===== config.mk =====
export PLATFORM = sky130hd
export DESIGN_NAME = pll_phase_sequencer
export DESIGN_NICKNAME = d
export VERILOG_FILES = /design/src/rtl/pll_phase_sequencer.sv
export SDC_FILE = /design/constraint.sdc
export NUM_CORES = 1
export LEC_CHECK = 0
export ABC_AREA = 1
export CORE_ASPECT_RATIO = 0.8
export CORE_MARGIN = 2
export CORE_UTILIZATION = 55
export CTS_CLUSTER_DIAMETER = 150
export DETAILED_ROUTE_END_ITERATION = 10
export GPL_TIMING_DRIVEN = 0
export PLACE_DENSITY = 0.83
export SYNTH_ARGS = -nofsm -noshare
export SYNTH_HDL_FRONTEND = slang
export SYNTH_SLANG_ARGS = --single-unit

===== constraint.sdc =====
create_clock -name clk -period 4.4 [get_ports clk]
set_input_delay 1.1 -clock clk [delete_from_list [all_inputs] [get_ports clk]]
set_output_delay 1.1 -clock clk [all_outputs]
set_load 0.02 [all_outputs]

===== src/rtl/pll_phase_sequencer.sv =====
// ECP5 EHXPLLL supervisor: drives PLL RST, debounces LOCK into clk_good and
// issues dynamic phase-step sequences on PHASESEL/PHASEDIR/PHASESTEP.
//
// state       | meaning
// ------------+---------------------------------------------------------
// ST_PLL_RST  | pll_rst asserted for RST_PULSE_CYCLES
// ST_WAIT_LOCK| waiting for LOCK_STABLE_CYCLES consecutive locked cycles
// ST_IDLE     | clock good, accepting phase-shift requests
// ST_SETUP    | phasesel/phasedir settling before the first pulse
// ST_STEP     | phasestep high for STEP_HIGH cycles
// ST_GAP      | phasestep low for STEP_GAP cycles, then next step or done
module pll_phase_sequencer #(
  parameter int RST_PULSE_CYCLES   = 16,
  parameter int LOCK_STABLE_CYCLES = 1024,
  parameter int STEP_SETUP         = 4,
  parameter int STEP_HIGH          = 4,
  parameter int STEP_GAP           = 8
) (
  input  logic       clk,
  input  logic       rst,
  input  logic       pll_locked,
  output logic       pll_rst,
  output logic [1:0] phasesel,
  output logic       phasedir,
  output logic       phasestep,
  input  logic       req_valid,
  output logic       req_ready,
  input  logic [1:0] req_sel,
  input  logic       req_dir,
  input  logic [7:0] req_count,
  output logic       done,
  output logic       busy,
  output logic       clk_good,
  output logic [7:0] lock_loss_cnt
);

  localparam int TMAX_A = (RST_PULSE_CYCLES > LOCK_STABLE_CYCLES) ? RST_PULSE_CYCLES : LOCK_STABLE_CYCLES;
  localparam int TMAX_B = (STEP_SETUP > STEP_HIGH) ? STEP_SETUP : STEP_HIGH;
  localparam int TMAX_C = (TMAX_B > STEP_GAP) ? TMAX_B : STEP_GAP;
  localparam int TMAX   = (TMAX_A > TMAX_C) ? TMAX_A : TMAX_C;
  localparam int TW     = $clog2(TMAX + 1);

  // Timer load values; every phase ends on the cycle the timer reads zero.
  // The lock timer loads the full count so clk_good follows the stable
  // window by one extra registered cycle.
  localparam logic [TW-1:0] T_RST   = TW'(RST_PULSE_CYCLES - 1);
  localparam logic [TW-1:0] T_LOCK  = TW'(LOCK_STABLE_CYCLES);
  localparam logic [TW-1:0] T_SETUP = TW'(STEP_SETUP - 1);
  localparam logic [TW-1:0] T_HIGH  = TW'(STEP_HIGH - 1);
  localparam logic [TW-1:0] T_GAP   = TW'(STEP_GAP - 1);

  typedef enum logic [2:0] {
    ST_PLL_RST,
    ST_WAIT_LOCK,
    ST_IDLE,
    ST_SETUP,
    ST_STEP,
    ST_GAP
  } state_t;

  state_t          state, state_n;
  logic [1:0]      sync_q;
  logic            lock_s;
  logic            lock_lost;
  logic [TW-1:0]   timer, timer_n;
  logic [7:0]      remain, remain_n;
  logic [1:0]      sel_n;
  logic            dir_n;
  logic            done_n;
  logic [7:0]      llc_n;

  assign lock_s    = sync_q[1];
  assign pll_rst   = (state == ST_PLL_RST);
  assign req_ready = (state == ST_IDLE);
  assign busy      = (state == ST_SETUP) || (state == ST_STEP) || (state == ST_GAP);
  assign clk_good  = req_ready || busy;
  assign phasestep = (state == ST_STEP);
  assign lock_lost = clk_good && !lock_s;

  always_ff @(posedge clk) begin
    if (rst) begin
      sync_q        <= 2'b00;
      state         <= ST_PLL_RST;
      timer         <= T_RST;
      remain        <= 8'd0;
      phasesel      <= 2'b00;
      phasedir      <= 1'b0;
      done          <= 1'b0;
      lock_loss_cnt <= 8'd0;
    end else begin
      sync_q        <= {sync_q[0], pll_locked};
      state         <= state_n;
      timer         <= timer_n;
      remain        <= remain_n;
      phasesel      <= sel_n;
      phasedir      <= dir_n;
      done          <= done_n;
      lock_loss_cnt <= llc_n;
    end
  end

  always_comb begin
    state_n  = state;
    timer_n  = timer;
    remain_n = remain;
    sel_n    = phasesel;
    dir_n    = phasedir;
    done_n   = 1'b0;
    llc_n    = lock_loss_cnt;

    unique case (state)
      ST_PLL_RST: begin
        if (timer == '0) begin
          state_n = ST_WAIT_LOCK;
          timer_n = T_LOCK;
        end else begin
          timer_n = timer - TW'(1);
        end
      end
      ST_WAIT_LOCK: begin
        if (!lock_s) begin
          timer_n = T_LOCK;
        end else if (timer == '0) begin
          state_n = ST_IDLE;
        end else begin
          timer_n = timer - TW'(1);
        end
      end
      ST_IDLE: begin
        if (req_valid) begin
          sel_n = req_sel;
          dir_n = req_dir;
          if (req_count == 8'd0) begin
            done_n = 1'b1;
          end else begin
            state_n  = ST_SETUP;
            remain_n = req_count;
            timer_n  = T_SETUP;
          end
        end
      end
      ST_SETUP: begin
        if (timer == '0) begin
          state_n = ST_STEP;
          timer_n = T_HIGH;
        end else begin
          timer_n = timer - TW'(1);
        end
      end
      ST_STEP: begin
        if (timer == '0) begin
          state_n = ST_GAP;
          timer_n = T_GAP;
        end else begin
          timer_n = timer - TW'(1);
        end
      end
      ST_GAP: begin
        if (timer == '0) begin
          remain_n = remain - 8'd1;
          if (remain == 8'd1) begin
            state_n = ST_IDLE;
            done_n  = 1'b1;
          end else begin
            state_n = ST_STEP;
            timer_n = T_HIGH;
          end
        end else begin
          timer_n = timer - TW'(1);
        end
      end
      default: begin
        state_n = ST_PLL_RST;
        timer_n = T_RST;
      end
    endcase

    // Lock loss wins over any pending handshake or completion in the same cycle.
    if (lock_lost) begin
      state_n  = ST_PLL_RST;
      timer_n  = T_RST;
      remain_n = 8'd0;
      sel_n    = phasesel;
      dir_n    = phasedir;
      done_n   = 1'b0;
      if (lock_loss_cnt != 8'hff) begin
        llc_n = lock_loss_cnt + 8'd1;
      end
    end
  end

endmodule

==> results.yml <==
status:
  status: "complete, no violations"
synth:
  synth-edff-count: 0
  ys.flop_type: "dfxtp_1"
  synthTopCellsByCount: "nand2_1, inv_1, nor2_1, dfxtp_1"
  yosysUniqueCellTypes: 35
  ys_warn_count: 0
  ys_seq_area_share_pct: 32.6
  synth_area_leader_cell: "dfxtp_1"
  netlist_area_um2: 2210
  async_flop_share_pct: 0
  syn-instance-count: 341
  avgSynthCellArea_um2: 6.49
  synth_top_area_share_pct: 32.6
  synth.ff_latch_count: 36
  syn-num-nets: 361
  ys_top_cells_by_area: "dfxtp_1, nand2_1, inv_1"
  yosysMostFrequentCell: "nand2_1"
sta:
  fin_setup_tns_ps: 0
  hold_violations: 0
  tightest_slew_ps: 387
  slew_headroom_pct: 74.0
  finalClockSkew_ps: 7.36
  clock.fmax_mhz: 342
  fin_crit_ps: 2930
  rsz0062_at_grt: "false"
  fin_crit_sh_pct: 66.6
  maxSlewViolCount: 0
  finalSetupViolations: 0
place:
  gp_congestion: 0.894
  dpl.hpwl_mm: 3.89
  io_buffers: 31
  dp_cells: 427
  placed_area_um2: 2590
critical_path:
  cp-end-kind: "output pin"
  path_buf_inv: 2
  cp.depth: 4
  crit_slowest_cell: "clkdlybuf4s50_1"
  cp_cell_sequence: "inv_1, nand2_1, nor2_1, clkdlybuf4s50_1"
  crit_family: "buffers and inverters"
  cp_max_fo: 6
  r2r_slack_ps: 2610
  startpoint_type: "flop"
  crit_type: "flop to output pin"
  rr_worst_depth: 11
  crit_required_ps: 3300
  arrival_ps: 1830
  slowest_delay_ps: 660
clock_tree:
  clockBufferDepth: 2
  cts_setup_buffers: 0
  root_buffer: "clkbuf_8"
  cts_tree: "done"
  cts_buffers: 5
  cts_resized: 0
  cts_max_level: 2
  numClockSinks: 36
  cts_hold_buf: 0
  cts.reportedPaths.clkPinSlew_ps: 80
  clkLatencyLatePin_ps: 290
cells_and_area:
  final_nets: 399
  area_growth_syn_to_layout_pct: 22.8
  num-fill-cells: 344
  final_cell_area_um2: 2720
  drive_above_1_share_pct: 9.74
  num_antenna_cells: 0
  stdcell_count: 435
die:
  fp-row-count: 20
  coreArea_um2: 3830
  die_height_um: 60.7
  io_pins: 32
  start_util_pct: 57.8
  die_w_um: 74.9
  dieArea_um2: 4550
route:
  drc: 0
  vias_per_cell: 5.25
  vias: 2283
  drtAntennaViolNets: 0
  wl_per_cell_um: 12.2
  dr.first_iter.drc_count: 149
  wirelength_mm: 5.30
  firstDrtPassIters: 4
worst_hold_path:
  min_path_type: "flop to flop"
  hold_depth: 2
power_and_ir_drop:
  p_int_w: 0.000551
  ir_worst_vdd_mv: 0.244
  combPwrFrac_pct: 6.3
  clkPwrFrac_pct: 46.3
  power.density_nw_per_um2: 257
  p_leak_nw: 1.24
  netSwitchingFraction_pct: 21.2
  p_seq_share_pct: 47.5
  p_sw_w: 0.000148
grt:
  antenna_found_initial: 0
  globalRouteOverflowTotal: 0
  grt_usage_pct: 25.3
  grt_max_degree: 12
  grt_pass1_vias: 2046
  grt_first_pass_wirelength_mm: 8.75
flow_run:
  cap_viol_max_count: 0
state kept, by name, summed over array words and instances (netlist names):
name / cells
done: 1
phasedir: 1
sync_q: 2
timer: 11
remain: 8
phasesel: 2
lock_loss_cnt: 8
state: 3
area by class of cell:
type / count / area (um2) / area share, %
repair buffers: 31 / 310 / 11.4
inverters: 49 / 189 / 6.95
multi-input cells: 251 / 1250 / 46.0
plain buffers: 5 / 52.6 / 1.93
clock buffers: 7 / 96.3 / 3.54
well taps: 55 / 68.8 / 2.53
clock inverters: 1 / 30.0 / 1.10
flip-flops and latches: 36 / 721 / 26.5
power groups by stage:
| stage | Sequential (W) | Clock (W) | Combinational, W |
|---|---|---|---|
| 2_1_floorplan | 0.000338 | 0 | 0.0000236 |
| 3_3_place_gp | 0.000339 | 0 | 0.0000423 |
| 3_5_place_dp | 0.000339 | 0 | 0.0000434 |
| 4_1_cts | 0.000331 | 0.000323 | 0.0000437 |
| 5_1_grt | 0.000332 | 0.000341 | 0.0000487 |
| 6_report | 0.000332 | 0.000323 | 0.0000439 |
path summary, 6_finish.rpt:
check                                           start                      to
worst max-delay path            state[0]$_SDFFE_PP0P_                 pll_rst
worst min-delay path             sync_q[0]$_SDFF_PP0_    sync_q[1]$_SDFF_PP0_
worst max register to register  timer[0]$_SDFFE_PP1P_  timer[10]$_SDFFE_PP0P_
worst min register to register   sync_q[0]$_SDFF_PP0_    sync_q[1]$_SDFF_PP0_
worst min-delay path, delay by kind of cell (launching register included):
family	cells	cell delay, ps
buffers and inverters	1	40
DFF	1	310
and+or+nand+nor	1	30
cell families after synthesis:
group	after synthesis	share of synthesized area (%)
AND/OR/NAND/NOR	173	34.0
buffers and inverters	54	10.9
AO/OA/AOI/OAI	68	17.6
adder cells (fa/ha/maj)	5	2.83
flip-flops	36	32.6
multiplexers	1	0.452
XOR/XNOR	4	1.58
cells in the final DEF, fill, tap and decap left out, drive strengths merged, types with 2 or more instances in the layout:
cell           Yosys  routed
nand3             31      31
a21oi             32      32
xor2               3       3
ha                 5       5
o21bai             2       2
buf                5       5
nor3               2       2
nor2              41      41
nand4              4       4
dfxtp             36      36
clkdlybuf4s50      0      31
clkbuf             0       7
inv               48      48
o21ai             29      29
nand2             93      93
layer usage:
metal  global-route usage (%)  wire length (um)  vias to the layer above
met1                     32.6              2490                     1030
met2                     39.1              2270                       72
met4                     7.91                42                        0
met3                     10.5               486                        6
met5                        0                 0                        -
li1                         -                 -                     1175
per-stage QoR:
stage	hold slack (ps)	setup WS, ps	total power (W)	utilization, %
4_1_cts	413	1470	0.000698	71.0
3_5_place_dp	404	1680	0.000382	67.7
5_1_grt	425	1340	0.000721	71.0
3_3_place_gp	393	1680	0.000381	67.7
6_report	418	1470	0.000699	71.0
2_1_floorplan	388	2350	0.000362	-
Note: power is estimated with default switching activity, not from simulation.
